**src/rtl/ifetch_unit_pkg.sv**
```systemverilog
// Shared constants, types and helpers for the instruction fetch front end.
package ifetch_unit_pkg;

  localparam logic [31:0] RESET_PC_DEFAULT = 32'h0000_0000;
  localparam int unsigned IQ_DEPTH_DEFAULT = 4;

  // Same opcode the decoder uses for JAL.
  localparam logic [6:0] OPC_JAL = 7'b1101111;

  typedef enum logic [1:0] {
    FETCH_IDLE = 2'd0,
    FETCH_WAIT = 2'd1,
    FETCH_DROP = 2'd2
  } fetch_state_e;

  typedef struct packed {
    logic [31:0] inst;
    logic [31:0] pc;
  } iq_entry_t;

  // J-type immediate, sign-extended, bit 0 always zero.
  function automatic logic [31:0] imm_j(input logic [31:0] inst);
    return {{11{inst[31]}}, inst[31], inst[19:12], inst[20], inst[30:21], 1'b0};
  endfunction

endpackage

```
**src/rtl/ifetch_unit_inst_queue.sv**
```systemverilog
// Circular instruction queue of {inst, pc} entries with push, pop and clear.
module inst_queue
  import ifetch_unit_pkg::*;
#(
  parameter int unsigned DEPTH = IQ_DEPTH_DEFAULT
) (
  input  logic                    clk_in,
  input  logic                    rst_n_in,
  input  logic                    clear_in,
  input  logic                    push_in,
  input  logic [31:0]             push_inst_in,
  input  logic [31:0]             push_pc_in,
  input  logic                    pop_in,
  output logic [31:0]             head_inst_out,
  output logic [31:0]             head_pc_out,
  output logic [$clog2(DEPTH):0]  count_out,
  output logic                    full_out,
  output logic                    empty_out
);

  localparam int unsigned PTR_W = $clog2(DEPTH);
  localparam int unsigned CNT_W = PTR_W + 1;

  logic [PTR_W-1:0] head_q, head_d;
  logic [PTR_W-1:0] tail_q, tail_d;
  logic [CNT_W-1:0] count_q, count_d;
  iq_entry_t        mem_q [DEPTH];
  iq_entry_t        mem_d [DEPTH];
  logic             do_push;
  logic             do_pop;

  // Pointer, count and storage update; clear overrides push/pop.
  always_comb begin
    do_pop  = pop_in && (count_q != '0);
    do_push = push_in && ((count_q != CNT_W'(DEPTH)) || do_pop);
    head_d  = head_q;
    tail_d  = tail_q;
    count_d = count_q;
    mem_d   = mem_q;
    if (clear_in) begin
      head_d  = '0;
      tail_d  = '0;
      count_d = '0;
    end else begin
      if (do_push) begin
        mem_d[tail_q] = '{inst: push_inst_in, pc: push_pc_in};
        tail_d        = tail_q + PTR_W'(1);
      end
      if (do_pop) begin
        head_d = head_q + PTR_W'(1);
      end
      case ({do_push, do_pop})
        2'b10:   count_d = count_q + CNT_W'(1);
        2'b01:   count_d = count_q - CNT_W'(1);
        default: count_d = count_q;
      endcase
    end
  end

  // Queue state registers.
  always_ff @(posedge clk_in or negedge rst_n_in) begin
    if (!rst_n_in) begin
      head_q  <= '0;
      tail_q  <= '0;
      count_q <= '0;
      for (int unsigned i = 0; i < DEPTH; i++) begin
        mem_q[i] <= '0;
      end
    end else begin
      head_q  <= head_d;
      tail_q  <= tail_d;
      count_q <= count_d;
      mem_q   <= mem_d;
    end
  end

  assign head_inst_out = mem_q[head_q].inst;
  assign head_pc_out   = mem_q[head_q].pc;
  assign count_out     = count_q;
  assign full_out      = (count_q == CNT_W'(DEPTH));
  assign empty_out     = (count_q == '0);

endmodule

```
**src/rtl/ifetch_unit.sv**
```systemverilog
// Instruction fetch unit: PC, single-outstanding memory fetch, JAL predecode,
// instruction queue and one-per-cycle issue to the decoder.
module ifetch_unit
  import ifetch_unit_pkg::*;
#(
  parameter logic [31:0] RESET_PC = RESET_PC_DEFAULT,
  parameter int unsigned IQ_DEPTH = IQ_DEPTH_DEFAULT
) (
  input  logic        clk_in,
  input  logic        rst_n_in,
  input  logic        rdy_in,
  output logic        mem_req_out,
  output logic [31:0] mem_addr_out,
  input  logic        mem_ready_in,
  input  logic [31:0] mem_data_in,
  input  logic        issue_stall_in,
  input  logic        flush_in,
  input  logic [31:0] flush_pc_in,
  output logic        inst_req_out,
  output logic [31:0] inst_out,
  output logic [31:0] pc_out
);

  localparam int unsigned CNT_W = $clog2(IQ_DEPTH) + 1;

  fetch_state_e state_q, state_d;
  logic [31:0]  pc_q, pc_d;
  logic         mem_req_q, mem_req_d;
  logic [31:0]  mem_addr_q, mem_addr_d;
  logic         inst_req_q, inst_req_d;
  logic [31:0]  inst_q, inst_d;
  logic [31:0]  pc_out_q, pc_out_d;

  logic             iq_push;
  logic             iq_pop;
  logic             iq_clear;
  logic [31:0]      iq_head_inst;
  logic [31:0]      iq_head_pc;
  logic [CNT_W-1:0] iq_count;
  logic             iq_full;
  logic             iq_empty;
  logic [31:0]      pc_seq;

  inst_queue #(
    .DEPTH (IQ_DEPTH)
  ) u_inst_queue (
    .clk_in        (clk_in),
    .rst_n_in      (rst_n_in),
    .clear_in      (iq_clear),
    .push_in       (iq_push),
    .push_inst_in  (mem_data_in),
    .push_pc_in    (pc_q),
    .pop_in        (iq_pop),
    .head_inst_out (iq_head_inst),
    .head_pc_out   (iq_head_pc),
    .count_out     (iq_count),
    .full_out      (iq_full),
    .empty_out     (iq_empty)
  );

  // Predecode the returning word: JAL redirects, everything else falls through.
  always_comb begin
    pc_seq = pc_q + 32'd4;
    if (mem_data_in[6:0] == OPC_JAL) begin
      pc_seq = pc_q + imm_j(mem_data_in);
    end
  end

  // Fetch FSM, PC update, queue control and issue to the decoder.
  always_comb begin
    state_d    = state_q;
    pc_d       = pc_q;
    mem_req_d  = mem_req_q;
    mem_addr_d = mem_addr_q;
    inst_req_d = 1'b0;
    inst_d     = inst_q;
    pc_out_d   = pc_out_q;
    iq_push    = 1'b0;
    iq_pop     = 1'b0;
    iq_clear   = 1'b0;

    if (rdy_in) begin
      if (flush_in) begin
        iq_clear = 1'b1;
        pc_d     = flush_pc_in;
        case (state_q)
          FETCH_WAIT: begin
            mem_req_d = 1'b0;
            state_d   = mem_ready_in ? FETCH_IDLE : FETCH_DROP;
          end
          // A response landing together with a flush in DROP is the one being
          // discarded; leaving DROP here avoids waiting for a second response.
          FETCH_DROP: state_d = mem_ready_in ? FETCH_IDLE : FETCH_DROP;
          default:    state_d = FETCH_IDLE;
        endcase
      end else begin
        if (!iq_empty && !issue_stall_in) begin
          iq_pop     = 1'b1;
          inst_req_d = 1'b1;
          inst_d     = iq_head_inst;
          pc_out_d   = iq_head_pc;
        end
        case (state_q)
          FETCH_IDLE: begin
            if (iq_count < CNT_W'(IQ_DEPTH)) begin
              mem_req_d  = 1'b1;
              mem_addr_d = pc_q;
              state_d    = FETCH_WAIT;
            end
          end
          FETCH_WAIT: begin
            if (mem_ready_in) begin
              iq_push   = !iq_full || iq_pop;
              mem_req_d = 1'b0;
              pc_d      = pc_seq;
              state_d   = FETCH_IDLE;
            end
          end
          FETCH_DROP: begin
            if (mem_ready_in) begin
              state_d = FETCH_IDLE;
            end
          end
          default: state_d = FETCH_IDLE;
        endcase
      end
    end
  end

  // State and output registers.
  always_ff @(posedge clk_in or negedge rst_n_in) begin
    if (!rst_n_in) begin
      state_q    <= FETCH_IDLE;
      pc_q       <= RESET_PC;
      mem_req_q  <= 1'b0;
      mem_addr_q <= '0;
      inst_req_q <= 1'b0;
      inst_q     <= '0;
      pc_out_q   <= '0;
    end else begin
      state_q    <= state_d;
      pc_q       <= pc_d;
      mem_req_q  <= mem_req_d;
      mem_addr_q <= mem_addr_d;
      inst_req_q <= inst_req_d;
      inst_q     <= inst_d;
      pc_out_q   <= pc_out_d;
    end
  end

  assign mem_req_out  = mem_req_q;
  assign mem_addr_out = mem_addr_q;
  assign inst_req_out = inst_req_q;
  assign inst_out     = inst_q;
  assign pc_out       = pc_out_q;

endmodule

```
**config.mk**
```make
export PLATFORM = sky130hd
export DESIGN_NAME = ifetch_unit
export DESIGN_NICKNAME = d
export VERILOG_FILES = /design/src/rtl/ifetch_unit_pkg.sv /design/src/rtl/ifetch_unit_inst_queue.sv /design/src/rtl/ifetch_unit.sv
export SDC_FILE = /design/constraint.sdc
export NUM_CORES = 1
export LEC_CHECK = 0
export ABC_AREA = 0
export BUFFER_PORTS_ARGS = -buffer_cell sky130_fd_sc_hd__buf_2
export CAP_MARGIN = 20
export CORE_MARGIN = 4
export CORE_UTILIZATION = 60
export CTS_BUF_LIST = sky130_fd_sc_hd__clkbuf_16
export CTS_CLUSTER_DIAMETER = 80
export DETAILED_ROUTE_END_ITERATION = 10
export PLACE_DENSITY = 0.77
export SETUP_SLACK_MARGIN = 0.1
export SYNTH_ARGS = -nofsm -noshare
export SYNTH_HDL_FRONTEND = slang
export SYNTH_HIERARCHICAL = 1
export SYNTH_SLANG_ARGS = --single-unit
```
**constraint.sdc**
```tcl
create_clock -name clk_in -period 4.15 [get_ports clk_in]
set_input_delay 0.415 -clock clk_in [delete_from_list [all_inputs] [get_ports clk_in]]
set_output_delay 0.415 -clock clk_in [all_outputs]
set_load 0.01 [all_outputs]
```
After elaboration in Yosys (flattened, before gate mapping)
Index checks and enable logic that the tools add are counted.
Widths: inputs -> output; s select.
{"block": "word_totals", "reg_bits": 395, "in_bits": 70, "out_inout_bits": 98, "word_cells": 108}
{"block": "classes", "addsub": 6, "magnitude_cmp": 4, "eq_ne": 11, "mux": 40, "n_bitwise": 4, "n_reduce_logical": 25}
{"cell": "$bwmux 256", "count": 1}
{"cell": "$mux 64", "count": 3}
{"cell": "$bmux 64 s2", "count": 1}
{"cell": "$demux 64 s2", "count": 1}
{"cell": "$mux 32", "count": 4}
{"cell": "$add 32x3->32 const B", "count": 1}
{"cell": "$add 32x32->32", "count": 1}
{"cell": "$mux 2", "count": 9}
{"cell": "$mux 1", "count": 17}
{"cell": "$reduce_bool 2->1", "count": 5}
{"cell": "$ne 3x3->1 const B", "count": 3}
{"cell": "$reduce_and 3->1", "count": 3}
{"cell": "$eq 7x7->1 const B", "count": 1}
{"cell": "$ge 3x3->1 const B", "count": 2}
{"cell": "$not 2->3", "count": 2}
{"cell": "$pmux 3 s2", "count": 1}
{"cell": "$reduce_bool 3->1", "count": 2}
{"cell": "$reduce_and 5->1", "count": 1}
{"cell": "$add 2x1->2 const B", "count": 2}
{"cell": "$eq 2x1->1 const B", "count": 2}
{"cell": "$eq 2x2->1 const B", "count": 2}
{"cell": "$logic_and 1x1->1", "count": 4}
{"cell": "$pmux 2 s2", "count": 1}
{"cell": "$reduce_and 4->1", "count": 1}
{"cell": "16 further kinds", "count": 20}

Logic depth before layout (Yosys ltp)
Gate-level depths: netlist (run 1).
{"block": "logic_depth", "word_depth": 15, "depth_mapped": 12, "ltp_nobuf": 12}

By module
The synthesis (run 1) kept the hierarchy.
{"mod": "inst_queue", "n_inst": 1, "cells_per_inst": 685, "area_per_inst_um2": 12604.6, "seq_area_each_um2": 6581.3}
{"mod": "ifetch_unit", "n_inst": 1, "cells_per_inst": 745, "area_per_inst_um2": 7616.1, "seq_area_each_um2": 3303.2}

Least setup slack after synthesis (run 1)
OpenSTA, ideal clock, no wires.
{"block": "synth_path", "path_type": "register to register", "startpoint": "reg u_inst_queue.count_q[0], in the netlist u_inst_queue/count_out[0]", "endpoint": "reg u_inst_queue.count_q[1], in the netlist u_inst_queue/count_out[1]", "setup_ns": 0.136, "arrival_ns": 3.089, "t_required_ns": 4.014, "path_slack_ns": 0.925, "stages_incl_launch_ff": 13, "n_path_buf": 4, "synth_period_minus_slack_ns": 3.225, "path_cell_list": "dfrtp_1 clkbuf_1 nor3_1 nor4_1 clkbuf_1 buf_1 clkbuf_1 o31ai_1 nor2_1 fa_1 nor2b_1 o21ba_2 nor4_1"}
{"block": "synth_via", "elab_chain_cells": 15, "elab_cells_between_ends": 27, "classes_between": "2 x add/sub; 4 x eq/ne; 11 x mux; 10 x reduce/logical"}
{"item": "start: declaration", "line_no": "ifetch_unit_inst_queue.sv:26", "text": "logic [CNT_W-1:0] count_q, count_d;"}
{"item": "start signal: assignment", "line_no": "ifetch_unit_inst_queue.sv:72", "text": "count_q <= count_d;"}
{"item": "$logic_not 3->1 (*)", "line_no": "ifetch_unit_inst_queue.sv:81", "text": "assign empty_out = (count_q == '0);"}
{"item": "net iq_empty", "line_no": "ifetch_unit.sv:41", "text": "logic iq_empty;"}
{"item": "$logic_not 1->1 (*)", "line_no": "ifetch_unit.sv:97", "text": "if (!iq_empty && !issue_stall_in) begin"}
{"item": "$logic_and 1x1->1 (*)", "line_no": "ifetch_unit.sv:97"}
{"item": "$mux 1 (*)", "line_no": "ifetch_unit.sv:97"}
{"item": "$mux 1 (*)", "line_no": "ifetch_unit.sv:83", "text": "if (flush_in) begin"}
{"item": "$mux 1 (*)", "line_no": "ifetch_unit.sv:82", "text": "if (rdy_in) begin"}
{"item": "$logic_or 1x1->1", "line_no": "ifetch_unit.sv:113", "text": "iq_push = !iq_full || iq_pop;"}
{"item": "$mux 1", "line_no": "ifetch_unit.sv:112", "text": "if (mem_ready_in) begin"}
{"item": "$mux 1", "line_no": "ifetch_unit.sv:103", "text": "case (state_q)"}
{"item": "$mux 1", "line_no": "ifetch_unit.sv:83"}
{"item": "$mux 1", "line_no": "ifetch_unit.sv:82"}
{"item": "$logic_and 1x1->1", "line_no": "ifetch_unit_inst_queue.sv:35", "text": "do_push = push_in && ((count_q != CNT_W'(DEPTH)) || do_pop);"}
{"item": "$eq 2x1->1 / $eq 2x2->1 (equally long branches)", "line_no": "ifetch_unit_inst_queue.sv:52", "text": "case ({do_push, do_pop})"}
{"item": "$pmux 3 s2", "line_no": "ifetch_unit_inst_queue.sv:52"}
{"item": "$mux 3", "line_no": "ifetch_unit_inst_queue.sv:40", "text": "if (clear_in) begin"}
The timed path passes the listed nets; every way through them passes the cells marked *. The select of a mux whose other input is x is not followed.
A chain may end at the register's enable or synchronous reset.

Worst setup path after layout (run 1)
{"block": "layout_path", "startpoint": "reg pc_q[1]", "endpoint": "reg pc_q[31]"}
{"block": "layout_via", "elab_chain_cells": 5, "elab_cells_between_ends": 6, "classes_between": "2 x add/sub; 4 x mux"}
{"item": "start: declaration", "line_no": "ifetch_unit.sv:27", "text": "logic [31:0] pc_q, pc_d;"}
{"item": "start signal: assignment", "line_no": "ifetch_unit.sv:142", "text": "pc_q <= pc_d;"}
{"item": "$add 32x3->32 / $add 32x32->32 (equally long branches)", "line_no": "ifetch_unit.sv:63, ifetch_unit.sv:65"}
{"item": "$mux 32 (*)", "line_no": "ifetch_unit.sv:64", "text": "if (mem_data_in[6:0] == OPC_JAL) begin"}
{"item": "$mux 32 (*)", "line_no": "ifetch_unit.sv:112"}
{"item": "$mux 32 (*)", "line_no": "ifetch_unit.sv:103"}
{"item": "$mux 32 (*)", "line_no": "ifetch_unit.sv:83"}
Every way passes the cells marked *; elsewhere a longest branch is shown, timed or not. The select of a mux whose other input is x is not followed.

==> metrics.txt, run 1 <==
# TYPE chip_impl_metric gauge
chip_impl_info{name="outcome",value="finished clean"} 1
chip_impl_metric{name="clock-sinks",unit=""} 395
chip_impl_metric{name="cts.hold.buffers_added",unit=""} 1
chip_impl_metric{name="synth_fp_nets",unit=""} 1539
chip_impl_metric{name="worstPathArrival",unit="ns"} 3.54
chip_impl_metric{name="final-hold-violation-count",unit=""} 0
chip_impl_info{name="cts_tree",value="yes"} 1
chip_impl_info{name="min_from",value="flush_pc_in[30]"} 1
chip_impl_metric{name="max-slew-margin-rel",unit=""} 0.2549
chip_impl_metric{name="static-leakage-power",unit="nW"} 10.47
chip_impl_metric{name="fin_crit_sh",unit=""} 0.7539
chip_impl_metric{name="clock-skew-final",unit="ns"} 0.02223
chip_impl_metric{name="routed-via-count",unit=""} 12630
chip_impl_info{name="top_ff_cell_synth",value="sky130_fd_sc_hd__dfrtp_1"} 1
chip_impl_metric{name="cap_violations",unit=""} 0
chip_impl_metric{name="async_flop_share",unit=""} 1.000
chip_impl_metric{name="design.die.area",unit="sq um"} 36700
chip_impl_metric{name="antenna_violating_nets_post_route",unit=""} 0
chip_impl_metric{name="grt-ovfl-total",unit=""} 0
chip_impl_metric{name="synth_top_area_share",unit=""} 0.4888
chip_impl_metric{name="skew_pair_late_insertion_delay",unit="ns"} 0.54
chip_impl_metric{name="post-cts-setup-buffer-count",unit=""} 0
chip_impl_metric{name="fin_area",unit="sq um"} 22840
chip_impl_metric{name="number_of_buffers_and_inverters_on_the_critical_path",unit=""} 1
chip_impl_metric{name="total_power",unit="mW"} 14.17
chip_impl_info{name="min_path_type",value="in2reg"} 1
chip_impl_info{name="timing.critical_path.to_type",value="flop"} 1
chip_impl_metric{name="vdd.ir_drop.worst",unit="mV"} 0.4544
chip_impl_metric{name="slew_violations",unit=""} 0
chip_impl_metric{name="syn_area",unit="sq um"} 20220
chip_impl_metric{name="initial_core_util",unit=""} 0.6152
chip_impl_metric{name="synth_sequential_area_ratio",unit=""} 0.4888
chip_impl_metric{name="placement.cell_area",unit="sq um"} 21490
chip_impl_metric{name="ios",unit=""} 168
chip_impl_info{name="clk_root_buffer_cell",value="sky130_fd_sc_hd__clkbuf_16"} 1
chip_impl_metric{name="r2r_cells",unit=""} 12
chip_impl_info{name="worstSetupPathType",value="reg2reg"} 1
chip_impl_metric{name="gr-usage-all-layers",unit=""} 0.2671
chip_impl_metric{name="drt_pass1_iterations",unit=""} 5
chip_impl_metric{name="grt_pass1_wl",unit="microns"} 77070
chip_impl_metric{name="post_cts.resized_instances",unit=""} 0
chip_impl_metric{name="dieHeight",unit="microns"} 191.6
chip_impl_metric{name="hold_slack",unit="ns"} 0.09766
chip_impl_metric{name="synth_cell_types",unit=""} 78
chip_impl_metric{name="power_per_cell_area",unit="nW/um^2"} 620.4
chip_impl_metric{name="post_synthesis_cells",unit=""} 1430
chip_impl_metric{name="first_global_vias",unit=""} 13170
chip_impl_info{name="synth_common_cells",value="sky130_fd_sc_hd__dfrtp_1 (395), sky130_fd_sc_hd__mux2_4 (240), sky130_fd_sc_hd__mux2_2 (114)"} 1
chip_impl_metric{name="number_of_antenna_violations_at_the_first_check_in_global_routing",unit=""} 2
chip_impl_metric{name="avgSynthCellArea",unit="sq um"} 14.14
chip_impl_metric{name="seqCellArea",unit="sq um"} 9889
chip_impl_metric{name="yosys_warnings",unit=""} 6
chip_impl_info{name="post-synth-top-area-cell",value="sky130_fd_sc_hd__dfrtp_1"} 1
chip_impl_metric{name="setup_viol",unit=""} 0
chip_impl_metric{name="pre_cts_slack",unit="ns"} 0.9342
chip_impl_metric{name="route.detailed.wl_per_inst",unit="microns"} 23.57
chip_impl_metric{name="drive_gt1_frac",unit=""} 0.4312
chip_impl_metric{name="detailed_place_hpwl",unit="microns"} 31750
chip_impl_metric{name="routed_wirelength",unit="microns"} 48650
chip_impl_metric{name="regToRegSetupSlack",unit="ns"} 1.02
chip_impl_metric{name="htree_num_levels",unit=""} 2
chip_impl_metric{name="clkSlewWorstSetupHoldPaths",unit="ns"} 0.06
chip_impl_metric{name="fin_nets",unit=""} 1699
chip_impl_metric{name="data_required_time_of_the_worst_path",unit="ns"} 4.56
chip_impl_metric{name="core_area",unit="sq um"} 32870
chip_impl_metric{name="layout_cells_excl_fill",unit=""} 2064
chip_impl_metric{name="dpl.cell_count",unit=""} 1986
chip_impl_info{name="setup.worst_path.start_class",value="flop"} 1
chip_impl_metric{name="pin_count_of_the_biggest_net_entering_global_routing",unit=""} 103
chip_impl_info{name="worst_case_hold_path_end_point",value="pc_q[30]$_DFFE_PN0P_"} 1
chip_impl_info{name="synth_most_common_cell",value="sky130_fd_sc_hd__dfrtp_1"} 1
chip_impl_info{name="worstReg2RegStart",value="pc_q[1]$_DFFE_PN0P_"} 1
chip_impl_metric{name="setup_slack",unit="ns"} 1.022
chip_impl_info{name="rsz0062_at_grt",value="false"} 1
chip_impl_info{name="cp_top_family",value="compound AO/OA/AOI/OAI gates"} 1
chip_impl_metric{name="synth_edf_count",unit=""} 0
chip_impl_info{name="cpMaxStageDelayCell",value="sky130_fd_sc_hd__dfrtp_1"} 1
chip_impl_info{name="worst_r2r_endpoint",value="pc_q[31]$_DFFE_PN0P_"} 1
chip_impl_metric{name="hold_depth",unit=""} 3
chip_impl_metric{name="std_cell_rows",unit=""} 66
chip_impl_metric{name="clockBufferDepth",unit=""} 3
chip_impl_metric{name="tritoncts.num_buffers",unit=""} 43
chip_impl_metric{name="critical-path-max-stage-delay",unit="ns"} 0.55
chip_impl_metric{name="fill_cells",unit=""} 2294
chip_impl_metric{name="crit_path_max_fanout",unit=""} 8
chip_impl_metric{name="layout_min_cycle_time",unit="ns"} 3.128
chip_impl_metric{name="finalWeightedCongestion",unit=""} 0.9025
chip_impl_metric{name="die_width",unit="microns"} 191.6
chip_impl_metric{name="drt_iter0_markers",unit=""} 802
chip_impl_info{name="ordered_list_of_cells_on_the_worst_path",value="ha_1 > inv_1 > fa_1 > nand2b_1 > a21o_1 > a21oi_1 > o21a_1 > o211ai_1 > a21o_1 > a21oi_1 > o2111ai_1 > nor3b_1"} 1
chip_impl_metric{name="synth_seq_cells",unit=""} 395
chip_impl_metric{name="area_growth_syn_to_layout",unit="%"} 12.96
chip_impl_metric{name="route.detailed.vias_per_inst",unit=""} 6.117
chip_impl_metric{name="worst-slew-pin-transition",unit="ns"} 1.118
chip_impl_metric{name="place.port_buffers",unit=""} 167
chip_impl_metric{name="achievable-frequency",unit="MHz"} 319.6
chip_impl_metric{name="fin_tns_setup",unit="ns"} 0
chip_impl_info{name="post_synth_main_area_contributors",value="sky130_fd_sc_hd__dfrtp_1 (49%), sky130_fd_sc_hd__mux2_4 (18%), sky130_fd_sc_hd__mux4_2 (7.1%), sky130_fd_sc_hd__mux2_2 (6.3%), sky130_fd_sc_hd__ha_1 (2.3%)"} 1
chip_impl_metric{name="multi_input_area",unit="sq um"} 9814
chip_impl_metric{name="final_core_density",unit=""} 0.6950
chip_impl_metric{name="drt_drc_violations_left",unit=""} 0
logic make-up (layout without fill, tap and decap cells):
| kind of cell | Yosys count | after routing | synth area share |
|---|---|---|---|
| compound gates | 216 | 216 | 0.06788 |
| xor+xnor | 42 | 42 | 0.01819 |
| fa+ha+maj | 39 | 39 | 0.02487 |
| buf+inv | 103 | 294 | 0.02970 |
| flops | 395 | 395 | 0.4888 |
| mux | 423 | 423 | 0.3155 |
| other cells | 0 | 1 | 0 |
| simple gates | 212 | 212 | 0.05507 |
worst register-to-register path: stages, from the launching register on:
cell and delay (ns):
sky130_fd_sc_hd__dfrtp_1 0.55, sky130_fd_sc_hd__ha_1 0.28, sky130_fd_sc_hd__inv_1 0.08, sky130_fd_sc_hd__fa_1 0.38, sky130_fd_sc_hd__nand2b_1 0.19, sky130_fd_sc_hd__a21o_1 0.20, sky130_fd_sc_hd__a21oi_1 0.27, sky130_fd_sc_hd__o21a_1 0.22
sky130_fd_sc_hd__o211ai_1 0.12, sky130_fd_sc_hd__a21o_1 0.19, sky130_fd_sc_hd__a21oi_1 0.20, sky130_fd_sc_hd__o2111ai_1 0.15, sky130_fd_sc_hd__nor3b_1 0.17
worst max path at each step:
| stage | from | to | slack, ns | depth (start not counted) |
|---|---|---|---|---|
| CTS | pc_q[1]$_DFFE_PN0P_ | pc_q[31]$_DFFE_PN0P_ | 1.06 | 12 |
| floorplan | u_inst_queue/count_out[0]$_DFFE_PN0P_ | u_inst_queue/count_out[1]$_DFFE_PN0P_ | 0.92 | 12 |
| global route | pc_q[1]$_DFFE_PN0P_ | pc_q[31]$_DFFE_PN0P_ | 0.81 | 12 |
| global placement | flush_in | u_inst_queue/mem_q[65]$_DFFE_PN0P_ | 1.03 | 6 |
| detailed placement | flush_in | u_inst_queue/mem_q[129]$_DFFE_PN0P_ | 0.93 | 6 |
| finish | pc_q[1]$_DFFE_PN0P_ | pc_q[31]$_DFFE_PN0P_ | 1.02 | 12 |
layer usage:
metal / vias up / routed length, microns / GRT usage
li1: 5601 / - / -
met1: 6621 / 21340 / 0.3767
met2: 337 / 24160 / 0.4506
met3: 65 / 2342 / 0.03744
met4: 2 / 789 / 0.05497
met5: - / 19 / 0
where the power goes:
part           total (mW)  switching [mW]  internal (mW)
clock network        3.68            1.55           2.13
logic                4.23            1.65           2.58
registers            6.26            1.01           5.25
state kept, by name (all words and copies together), names as in the netlist, 3 cells and up:
| register | cells |
|---|---|
| u_inst_queue/mem_q | 256 |
| pc_q | 32 |
| mem_addr_out | 32 |
| inst_out | 32 |
| pc_out | 32 |
| u_inst_queue/count_out | 3 |
area by class of cell:
| type | instances | area share |
|---|---|---|
| tap | 442 | 0.02421 |
| clock buffer | 43 | 0.04711 |
| sequential | 395 | 0.4330 |
| clock inverter | 33 | 0.01156 |
| inverter | 24 | 0.003944 |
| timing repair buffer | 194 | 0.05040 |
| antenna | 1 | 0.0001096 |
| multi-input combinational | 932 | 0.4297 |
cells in the final DEF (no fill, tap or decap), types with 7 or more instances in the layout:
master and n:
sky130_fd_sc_hd__mux2_4 240, sky130_fd_sc_hd__dfrtp_1 393, sky130_fd_sc_hd__nand4_1 7, sky130_fd_sc_hd__ha_1 37
sky130_fd_sc_hd__a21o_1 14, sky130_fd_sc_hd__nand2_1 59, sky130_fd_sc_hd__a211oi_1 14, sky130_fd_sc_hd__and3_1 12
sky130_fd_sc_hd__clkbuf_16 43, sky130_fd_sc_hd__mux2_2 114, sky130_fd_sc_hd__nand3_1 28, sky130_fd_sc_hd__nand2b_1 10
sky130_fd_sc_hd__buf_12 8, sky130_fd_sc_hd__buf_4 18, sky130_fd_sc_hd__nor2_1 48, sky130_fd_sc_hd__clkinv_1 12
sky130_fd_sc_hd__a31oi_1 9, sky130_fd_sc_hd__o21ai_0 46, sky130_fd_sc_hd__mux4_2 64, sky130_fd_sc_hd__buf_2 166
sky130_fd_sc_hd__inv_1 30, sky130_fd_sc_hd__o211ai_1 10, sky130_fd_sc_hd__nor3_1 10, sky130_fd_sc_hd__xor2_1 19
sky130_fd_sc_hd__a21oi_1 72, sky130_fd_sc_hd__xnor2_1 23
(Power assumes the default switching activity.)
==> run 2, diff against run 1 <==
--- a/config.mk
+++ b/config.mk
@@ -9,11 +9,11 @@
 export BUFFER_PORTS_ARGS = -buffer_cell sky130_fd_sc_hd__buf_2
 export CAP_MARGIN = 20
 export CORE_MARGIN = 4
-export CORE_UTILIZATION = 60
+export CORE_UTILIZATION = 55
 export CTS_BUF_LIST = sky130_fd_sc_hd__clkbuf_16
 export CTS_CLUSTER_DIAMETER = 80
 export DETAILED_ROUTE_END_ITERATION = 10
-export PLACE_DENSITY = 0.77
+export PLACE_DENSITY = 0.74
 export SETUP_SLACK_MARGIN = 0.1
 export SYNTH_ARGS = -nofsm -noshare
 export SYNTH_HDL_FRONTEND = slang
==> constraint.sdc (replaced) <==
create_clock -name clk_in -period 2.7 [get_ports clk_in]
set_input_delay 0.27 -clock clk_in [delete_from_list [all_inputs] [get_ports clk_in]]
set_output_delay 0.27 -clock clk_in [all_outputs]
set_load 0.01 [all_outputs]
==> run 2 against run 1 <==
Sequential power grew 49%. Critical path depth shrank 2. Cell count grew 6.3%. Wire length grew 3.0%. Power grew 55%. Register-to-register slack lost 0.88 ns. Flip-flop and latch count is the same. Non-clock buffer count grew 111. Critical path type unchanged. Highest routed layer unchanged.
==> metrics.txt, run 2 (synthesis gave the netlist of run 1 again) <==
# TYPE chip_impl_metric gauge
chip_impl_info{name="rsz0062_at_grt",value="true"} 1
chip_impl_metric{name="initial_core_util",unit=""} 0.5630
chip_impl_metric{name="static-leakage-power",unit="nW"} 11.05
chip_impl_info{name="final_common_cell",value="sky130_fd_sc_hd__dfrtp_1"} 1
chip_impl_metric{name="ios",unit=""} 168
chip_impl_metric{name="dieHeight",unit="microns"} 199.7
chip_impl_metric{name="core_area",unit="sq um"} 35910
chip_impl_metric{name="clock-skew-final",unit="ns"} 0.03187
chip_impl_metric{name="layout_min_cycle_time",unit="ns"} 2.561
chip_impl_info{name="outcome",value="finished clean"} 1
chip_impl_info{name="mostFrequentLayoutCells",value="sky130_fd_sc_hd__dfrtp_1 (391), sky130_fd_sc_hd__mux2_4 (240), sky130_fd_sc_hd__buf_2 (166)"} 1
chip_impl_metric{name="max-slew-margin-rel",unit=""} 0.5586
chip_impl_info{name="cts_tree",value="yes"} 1
chip_impl_info{name="min_path_type",value="in2reg"} 1
chip_impl_metric{name="detailed_place_hpwl",unit="microns"} 33820
chip_impl_metric{name="std_cell_rows",unit=""} 69
chip_impl_metric{name="slew_violations",unit=""} 0
chip_impl_metric{name="place.port_buffers",unit=""} 167
chip_impl_metric{name="largest_register_ff_count",unit=""} 256
chip_impl_metric{name="final-hold-violation-count",unit=""} 0
chip_impl_metric{name="seqCellArea",unit="sq um"} 9892
chip_impl_metric{name="data_required_time_of_the_worst_path",unit="ns"} 3.14
chip_impl_metric{name="clock-sinks",unit=""} 395
chip_impl_metric{name="die_width",unit="microns"} 199.7
chip_impl_metric{name="htree_num_levels",unit=""} 2
chip_impl_metric{name="hold_slack",unit="ns"} 0.03078
chip_impl_metric{name="r2r_cells",unit=""} 10
chip_impl_metric{name="fin_nets",unit=""} 1810
chip_impl_metric{name="worst-slew-pin-transition",unit="ns"} 0.6593
chip_impl_metric{name="grt-ovfl-total",unit=""} 0
chip_impl_metric{name="fin_tns_setup",unit="ns"} 0
chip_impl_metric{name="routed_wirelength",unit="microns"} 50090
chip_impl_metric{name="fin_crit_sh",unit=""} 0.9486
chip_impl_metric{name="area_growth_syn_to_layout",unit="%"} 18.91
chip_impl_metric{name="skew_pair_late_insertion_delay",unit="ns"} 0.58
chip_impl_metric{name="achievable-frequency",unit="MHz"} 390.4
chip_impl_metric{name="route.detailed.vias_per_inst",unit=""} 5.997
chip_impl_info{name="worstSetupPathType",value="reg2reg"} 1
chip_impl_metric{name="number_of_antenna_violations_at_the_first_check_in_global_routing",unit=""} 4
chip_impl_metric{name="clockBufferDepth",unit=""} 3
chip_impl_metric{name="pin_count_of_the_biggest_net_entering_global_routing",unit=""} 76
chip_impl_metric{name="tritoncts.num_buffers",unit=""} 43
chip_impl_metric{name="hold_depth",unit=""} 3
chip_impl_metric{name="crit_path_max_fanout",unit=""} 4
chip_impl_metric{name="fin_area",unit="sq um"} 24040
chip_impl_metric{name="routed-via-count",unit=""} 13160
chip_impl_info{name="clk_root_buffer_cell",value="sky130_fd_sc_hd__clkbuf_16"} 1
chip_impl_metric{name="drt_pass1_iterations",unit=""} 7
chip_impl_metric{name="vdd.ir_drop.worst",unit="mV"} 0.5589
chip_impl_metric{name="route.detailed.wl_per_inst",unit="microns"} 22.82
chip_impl_metric{name="drt_drc_violations_left",unit=""} 0
chip_impl_metric{name="design.die.area",unit="sq um"} 39900
chip_impl_info{name="setup.worst_path.start_class",value="flop"} 1
chip_impl_metric{name="first_global_vias",unit=""} 13940
chip_impl_metric{name="fill_cells",unit=""} 2553
chip_impl_metric{name="setup_viol",unit=""} 0
chip_impl_metric{name="cap_violations",unit=""} 0
chip_impl_metric{name="layout_cells_excl_fill",unit=""} 2195
chip_impl_metric{name="clkSlewWorstSetupHoldPaths",unit="ns"} 0.06
chip_impl_info{name="timing.critical_path.to_type",value="flop"} 1
chip_impl_info{name="registers.top_by_ff_count",value="u_inst_queue/mem_q"} 1
chip_impl_metric{name="placement.cell_area",unit="sq um"} 22290
chip_impl_metric{name="finalWeightedCongestion",unit=""} 0.9119
chip_impl_metric{name="power_per_cell_area",unit="nW/um^2"} 914.0
chip_impl_metric{name="drive_gt1_frac",unit=""} 0.4708
chip_impl_metric{name="grt_pass1_wl",unit="microns"} 79510
chip_impl_metric{name="antenna_violating_nets_post_route",unit=""} 0
chip_impl_metric{name="gr-usage-all-layers",unit=""} 0.2542
chip_impl_metric{name="worstPathArrival",unit="ns"} 3.00
chip_impl_metric{name="multi_input_area",unit="sq um"} 10010
chip_impl_metric{name="final_core_density",unit=""} 0.6695
chip_impl_metric{name="dpl.cell_count",unit=""} 2086
chip_impl_metric{name="drt_iter0_markers",unit=""} 1002
==> run 2: layout make-up <==
class,count,area share
tap,461,0.02399
clock inverter,31,0.007702
timing repair buffer,305,0.09075
multi-input combinational,932,0.4163
inverter,24,0.003747
clock buffer,44,0.04579
sequential,395,0.4114
antenna,3,0.0003122
==> run 2: timing repair <==
item	in CTS	in global routing
endpoints found under the hold margin	114	0
buffers inserted	1	5
resized for setup	5	25
hold buffers	25	0
gates cloned	0	0
pin swaps	3	15
endpoints found under the setup margin	4	100
==> run 2: worst paths after layout <==
kind / from / to / slack (ns)
setup / recovery: pc_q[6]$_DFFE_PN0P_ / pc_q[28]$_DFFE_PN0P_ / 0.14
hold / removal: flush_pc_in[4] / pc_q[4]$_DFFE_PN0P_ / 0.03
setup reg to reg: pc_q[6]$_DFFE_PN0P_ / pc_q[28]$_DFFE_PN0P_ / 0.14
hold reg to reg: inst_out[24]$_DFFE_PN0P_ / inst_out[24]$_DFFE_PN0P_ / 0.50
max in group asynchronous: rst_n_in / u_inst_queue/head_q[0]$_DFFE_PN0P_ / 1.52
min in group asynchronous: rst_n_in / inst_out[8]$_DFFE_PN0P_ / 0.29
==> run 2: layer usage <==
metal	up-vias	global-route usage	part of all wire
met5	-	0	0.00014
met4	2	0.07245	0.023
li1	5820	-	-
met2	423	0.4057	0.48
met1	6829	0.3623	0.43
met3	89	0.04783	0.064
==> run 2: critical path, stage by stage, from the launching register on <==
cell and delay [ns]:
sky130_fd_sc_hd__dfrtp_1 0.39, sky130_fd_sc_hd__ha_1 0.33, sky130_fd_sc_hd__o21a_1 0.17, sky130_fd_sc_hd__nor3b_4 0.18, sky130_fd_sc_hd__a2111oi_4 0.39, sky130_fd_sc_hd__a21oi_2 0.11
sky130_fd_sc_hd__o22a_2 0.23, sky130_fd_sc_hd__a21o_1 0.18, sky130_fd_sc_hd__a211o_1 0.29, sky130_fd_sc_hd__nand2_1 0.08, sky130_fd_sc_hd__o41ai_2 0.07
==> run 2: power by group <==
group	switching [mW]	internal (mW)	leakage, nW
Sequential	1.25	8.07	5.06
Combinational	2.96	4.27	5.32
Clock	2.38	3.05	0.662
==> run 2: per-stage QoR <==
step	power, mW	worst slack, ns
after CTS	22.05	0.08539
after global routing	23.20	0.05710
after detailed placement	16.42	-0.1016
final	21.98	0.1388
after global placement	16.12	-0.02862
after floorplan	13.98	0.1415
==> run 3, diff against run 2 <==
--- a/config.mk
+++ b/config.mk
@@ -9,13 +9,12 @@
 export BUFFER_PORTS_ARGS = -buffer_cell sky130_fd_sc_hd__buf_2
 export CAP_MARGIN = 20
 export CORE_MARGIN = 4
-export CORE_UTILIZATION = 55
+export CORE_UTILIZATION = 54
 export CTS_BUF_LIST = sky130_fd_sc_hd__clkbuf_16
-export CTS_CLUSTER_DIAMETER = 80
+export CTS_CLUSTER_DIAMETER = 40
 export DETAILED_ROUTE_END_ITERATION = 10
-export PLACE_DENSITY = 0.74
+export PLACE_DENSITY = 0.73
 export SETUP_SLACK_MARGIN = 0.1
 export SYNTH_ARGS = -nofsm -noshare
 export SYNTH_HDL_FRONTEND = slang
-export SYNTH_HIERARCHICAL = 1
 export SYNTH_SLANG_ARGS = --single-unit
==> run 3 against run 2 <==
The run now ends with setup timing left. Clock power up 27%. Final area shrank 3.2%. Cell count increased by 6.0%. Sequential power up 4.2%. Maximum frequency fell by 10%. Via count increased by 1.9%. Critical path type unchanged.
==> metrics.txt, run 3 <==
# TYPE chip_impl_metric gauge
chip_impl_info{name="ordered_list_of_cells_on_the_worst_path",value="ha_2 > inv_2 > fa_2 > nor2b_4 > o31ai_4 > a211oi_4 > a211o_4 > a31o_1 > a311oi_2 > xnor2_1 > a21oi_1 > mux2_1"} 1
chip_impl_metric{name="drive_gt1_frac",unit=""} 0.3963
chip_impl_metric{name="largest_register_ff_count",unit=""} 256
chip_impl_metric{name="route.detailed.vias_per_inst",unit=""} 5.767
chip_impl_metric{name="r2r_cells",unit=""} 12
chip_impl_metric{name="pre_cts_slack",unit="ns"} -0.1728
chip_impl_info{name="setup.worst_path.start_class",value="flop"} 1
chip_impl_metric{name="static-leakage-power",unit="nW"} 11.14
chip_impl_metric{name="routed-via-count",unit=""} 13410
chip_impl_metric{name="p_sw",unit="mW"} 7.868
chip_impl_metric{name="gr-usage-all-layers",unit=""} 0.2528
chip_impl_info{name="worst_case_hold_path_end_point",value="pc_q[17]$_DFFE_PN0P_"} 1
chip_impl_info{name="outcome",value="finished, violations left"} 1
chip_impl_metric{name="vdd.ir_drop.worst",unit="mV"} 0.6264
chip_impl_metric{name="place.port_buffers",unit=""} 167
chip_impl_metric{name="critical-path-max-stage-delay",unit="ns"} 0.38
chip_impl_metric{name="dieHeight",unit="microns"} 194.9
chip_impl_info{name="worstReg2RegStart",value="pc_q[1]$_DFFE_PN0P_"} 1
chip_impl_metric{name="regToRegSetupSlack",unit="ns"} -0.16
chip_impl_metric{name="synth_sequential_area_ratio",unit=""} 0.5241
chip_impl_info{name="min_from",value="flush_pc_in[17]"} 1
chip_impl_metric{name="clockBufferDepth",unit=""} 3
chip_impl_metric{name="grt_pass1_wl",unit="microns"} 77000
chip_impl_metric{name="synth_edf_count",unit=""} 0
chip_impl_metric{name="comb_power_share",unit=""} 0.329
chip_impl_info{name="worstSetupPathType",value="reg2reg"} 1
chip_impl_metric{name="synth_fp_nets",unit=""} 1676
chip_impl_info{name="synth_most_common_cell",value="sky130_fd_sc_hd__dfrtp_1"} 1
chip_impl_metric{name="core_area",unit="sq um"} 34460
chip_impl_metric{name="data_required_time_of_the_worst_path",unit="ns"} 3.17
chip_impl_metric{name="dpl.cell_count",unit=""} 2183
chip_impl_metric{name="skew_pair_late_insertion_delay",unit="ns"} 0.60
chip_impl_metric{name="synth_top_area_share",unit=""} 0.5241
chip_impl_info{name="top_ff_cell_synth",value="sky130_fd_sc_hd__dfrtp_1"} 1
chip_impl_metric{name="async_flop_share",unit=""} 1.000
chip_impl_metric{name="grt-ovfl-total",unit=""} 0
chip_impl_metric{name="pin_count_of_the_biggest_net_entering_global_routing",unit=""} 77
chip_impl_metric{name="setup_viol",unit=""} 4
chip_impl_info{name="cts_tree",value="yes"} 1
chip_impl_metric{name="share_seq_of_total_power",unit=""} 0.392
chip_impl_metric{name="seqCellArea",unit="sq um"} 9889
chip_impl_metric{name="htree_num_levels",unit=""} 2
chip_impl_info{name="violations",value="setup timing"} 1
chip_impl_info{name="synth_common_cells",value="sky130_fd_sc_hd__dfrtp_1 (395), sky130_fd_sc_hd__nand2_1 (280), sky130_fd_sc_hd__mux2_2 (265)"} 1
chip_impl_metric{name="drt_iter0_markers",unit=""} 782
chip_impl_info{name="worst_r2r_endpoint",value="pc_q[31]$_DFFE_PN0P_"} 1
chip_impl_metric{name="area_growth_syn_to_layout",unit="%"} 23.46
chip_impl_metric{name="clock-sinks",unit=""} 395
chip_impl_metric{name="route.detailed.wl_per_inst",unit="microns"} 20.63
chip_impl_metric{name="drt_drc_violations_left",unit=""} 0
chip_impl_metric{name="detailed_place_hpwl",unit="microns"} 31470
chip_impl_metric{name="std_cell_rows",unit=""} 68
chip_impl_metric{name="first_global_vias",unit=""} 14010
chip_impl_metric{name="number_of_antenna_violations_at_the_first_check_in_global_routing",unit=""} 2
chip_impl_metric{name="worst-slew-pin-transition",unit="ns"} 0.6808
chip_impl_metric{name="worstPathArrival",unit="ns"} 3.32
chip_impl_metric{name="post_synthesis_cells",unit=""} 1567
chip_impl_info{name="globalRoute.busiestLayer",value="met2"} 1
chip_impl_metric{name="synth_seq_cells",unit=""} 395
chip_impl_metric{name="achievable-frequency",unit="MHz"} 350.1
chip_impl_metric{name="initial_core_util",unit=""} 0.5473
chip_impl_metric{name="ios",unit=""} 168
chip_impl_metric{name="synth_cell_types",unit=""} 66
chip_impl_metric{name="die_width",unit="microns"} 194.9
chip_impl_metric{name="multi_input_area",unit="sq um"} 8796
chip_impl_info{name="rsz0062_at_grt",value="true"} 1
chip_impl_metric{name="p_clk_frac",unit=""} 0.279
chip_impl_info{name="registers.top_by_ff_count",value="u_inst_queue.mem_q"} 1
chip_impl_metric{name="fin_nets",unit=""} 1935
chip_impl_info{name="min_path_type",value="in2reg"} 1
chip_impl_info{name="final_common_cell",value="sky130_fd_sc_hd__dfrtp_1"} 1
chip_impl_metric{name="drt_pass1_iterations",unit=""} 5
chip_impl_metric{name="p_int",unit="mW"} 16.89
chip_impl_metric{name="max-slew-margin-rel",unit=""} 0.5461
chip_impl_metric{name="antenna_violating_nets_post_route",unit=""} 0
chip_impl_info{name="cpMaxStageDelayCell",value="sky130_fd_sc_hd__dfrtp_1"} 1
chip_impl_metric{name="power_per_cell_area",unit="nW/um^2"} 1063
chip_impl_metric{name="fill_cells",unit=""} 2524
chip_impl_metric{name="slew_violations",unit=""} 0
chip_impl_info{name="timing.critical_path.to_type",value="flop"} 1
chip_impl_metric{name="routed_wirelength",unit="microns"} 47980
chip_impl_metric{name="clkSlewWorstSetupHoldPaths",unit="ns"} 0.06
chip_impl_metric{name="clock-skew-final",unit="ns"} 0.01932
chip_impl_metric{name="grt_use_met1",unit=""} 0.3413
chip_impl_info{name="mostFrequentLayoutCells",value="sky130_fd_sc_hd__dfrtp_1 (393), sky130_fd_sc_hd__nand2_1 (276), sky130_fd_sc_hd__mux2_2 (265)"} 1
chip_impl_metric{name="setup_slack",unit="ns"} -0.1562
chip_impl_metric{name="crit_path_max_fanout",unit=""} 4
chip_impl_metric{name="grt.met2_usage",unit=""} 0.4262
chip_impl_metric{name="cap_violations",unit=""} 0
chip_impl_info{name="clk_root_buffer_cell",value="sky130_fd_sc_hd__clkbuf_16"} 1
chip_impl_metric{name="avgSynthCellArea",unit="sq um"} 12.04
chip_impl_metric{name="syn_area",unit="sq um"} 18860
chip_impl_metric{name="final-hold-violation-count",unit=""} 0
chip_impl_metric{name="finalWeightedCongestion",unit=""} 0.9102
chip_impl_metric{name="tritoncts.num_buffers",unit=""} 54
chip_impl_metric{name="fin_crit_sh",unit=""} 1.058
chip_impl_metric{name="design.die.area",unit="sq um"} 37980
chip_impl_metric{name="hold_depth",unit=""} 3
chip_impl_info{name="post_synth_main_area_contributors",value="sky130_fd_sc_hd__dfrtp_1 (52%), sky130_fd_sc_hd__mux2_2 (16%), sky130_fd_sc_hd__mux4_2 (7.6%), sky130_fd_sc_hd__nand2_1 (5.6%), sky130_fd_sc_hd__ha_1 (2.5%)"} 1
chip_impl_info{name="post-synth-top-area-cell",value="sky130_fd_sc_hd__dfrtp_1"} 1
chip_impl_metric{name="layout_cells_excl_fill",unit=""} 2326
chip_impl_metric{name="total_power",unit="mW"} 24.76
chip_impl_metric{name="final_core_density",unit=""} 0.6758
chip_impl_metric{name="power.share.switching",unit=""} 0.3178
chip_impl_metric{name="layout_min_cycle_time",unit="ns"} 2.856
chip_impl_metric{name="use_met3",unit=""} 0.04247
chip_impl_metric{name="yosys_warnings",unit=""} 0
run 3: cell types whose count changed after synthesis, moves of 6 or more:
| cell | previous run | this run |
|---|---|---|
| sky130_fd_sc_hd__a21oi_1 | 72 | 54 |
| sky130_fd_sc_hd__buf_1 | 7 | 31 |
| sky130_fd_sc_hd__buf_2 | 7 | 1 |
| sky130_fd_sc_hd__buf_6 | 25 | 0 |
| sky130_fd_sc_hd__clkbuf_1 | 34 | 72 |
| sky130_fd_sc_hd__inv_1 | 23 | 14 |
| sky130_fd_sc_hd__mux2_2 | 114 | 265 |
| sky130_fd_sc_hd__mux2_4 | 240 | 0 |
| sky130_fd_sc_hd__nand2_1 | 59 | 280 |
| sky130_fd_sc_hd__nand3_1 | 28 | 20 |
| sky130_fd_sc_hd__o211ai_1 | 10 | 4 |
| sky130_fd_sc_hd__o21ai_0 | 47 | 68 |
| sky130_fd_sc_hd__o21ai_1 | 3 | 10 |
| sky130_fd_sc_hd__xor2_1 | 19 | 25 |
run 3: cell families (layout without fill, tap and decap cells):
group / after synthesis / count (layout) / synth area share
flops: 395 / 395 / 0.5241
mux: 332 / 332 / 0.2363
buf+inv: 119 / 422 / 0.02375
compound gates: 221 / 221 / 0.07463
fa+ha+maj: 39 / 39 / 0.02667
xor+xnor: 46 / 46 / 0.02136
simple gates: 415 / 415 / 0.09321
other cells: 0 / 1 / 0
run 3: power by group through the flow:
stage | combinational [mW] | sequential (mW) | clock [mW]
4_1_cts | 7.98 | 9.71 | 7.05
6_report | 8.14 | 9.71 | 6.91
3_5_place_dp | 7.84 | 9.77 | 0
5_1_grt | 8.92 | 9.99 | 7.31
3_3_place_gp | 7.63 | 9.61 | 0
2_1_floorplan | 5.18 | 9.63 | 0
run 3: worst max path at each step:
| stage | slack [ns] | end | from |
|---|---|---|---|
| 2_1_floorplan | -0.07 | pc_q[31]$_DFFE_PN0P_ | pc_q[1]$_DFFE_PN0P_ |
| 3_3_place_gp | -0.15 | pc_q[31]$_DFFE_PN0P_ | mem_data_in[21] |
| 3_5_place_dp | -0.17 | pc_q[31]$_DFFE_PN0P_ | mem_data_in[21] |
| 4_1_cts | -0.11 | pc_q[31]$_DFFE_PN0P_ | pc_q[1]$_DFFE_PN0P_ |
| 5_1_grt | -0.29 | pc_q[31]$_DFFE_PN0P_ | pc_q[1]$_DFFE_PN0P_ |
| 6_report | -0.16 | pc_q[31]$_DFFE_PN0P_ | pc_q[1]$_DFFE_PN0P_ |
run 3: critical path: cells and delay by family (launching register included):
kind	cells	cell delay, ns
fa+ha+maj	2	0.43
xor+xnor	1	0.10
compound gates	6	1.35
buf+inv	1	0.07
flops	1	0.38
mux	1	0.33
simple gates	1	0.05
run 3: metrics by stage:
stage | area [sq um] | TNS (ns) | hold slack (ns)
3_3_place_gp | 20860 | -0.3054 | 0.3028
6_report | 23290 | -0.3450 | 0.004576
4_1_cts | 23030 | -0.2441 | 0.001113
2_1_floorplan | 18870 | -0.1420 | -0.02559
5_1_grt | 23290 | -1.300 | 0.01330
3_5_place_dp | 20860 | -0.4501 | 0.3085
run 3: layer usage:
metal,vias to the layer above,part of all wire
li1,6129,-
met1,6879,0.42
met2,331,0.51
met3,73,0.046
met4,2,0.023
met5,-,0.00023
run 3: cell type report:
type | count | area share
Antenna cell | 1 | 0.0001075
Clock buffer | 55 | 0.05910
Clock inverter | 45 | 0.01773
Inverter | 15 | 0.002418
Multi-Input combinational cell | 1053 | 0.3777
Sequential cell | 395 | 0.4247
Tap cell | 455 | 0.02445
Timing Repair Buffer | 307 | 0.09376
run 3: timing repair:
action	CTS	global route
resized for setup	5	45
hold endpoints to repair	164	0
hold buffers	35	0
pin swaps	7	37
buffers inserted	1	6
endpoints found under the setup margin	11	21
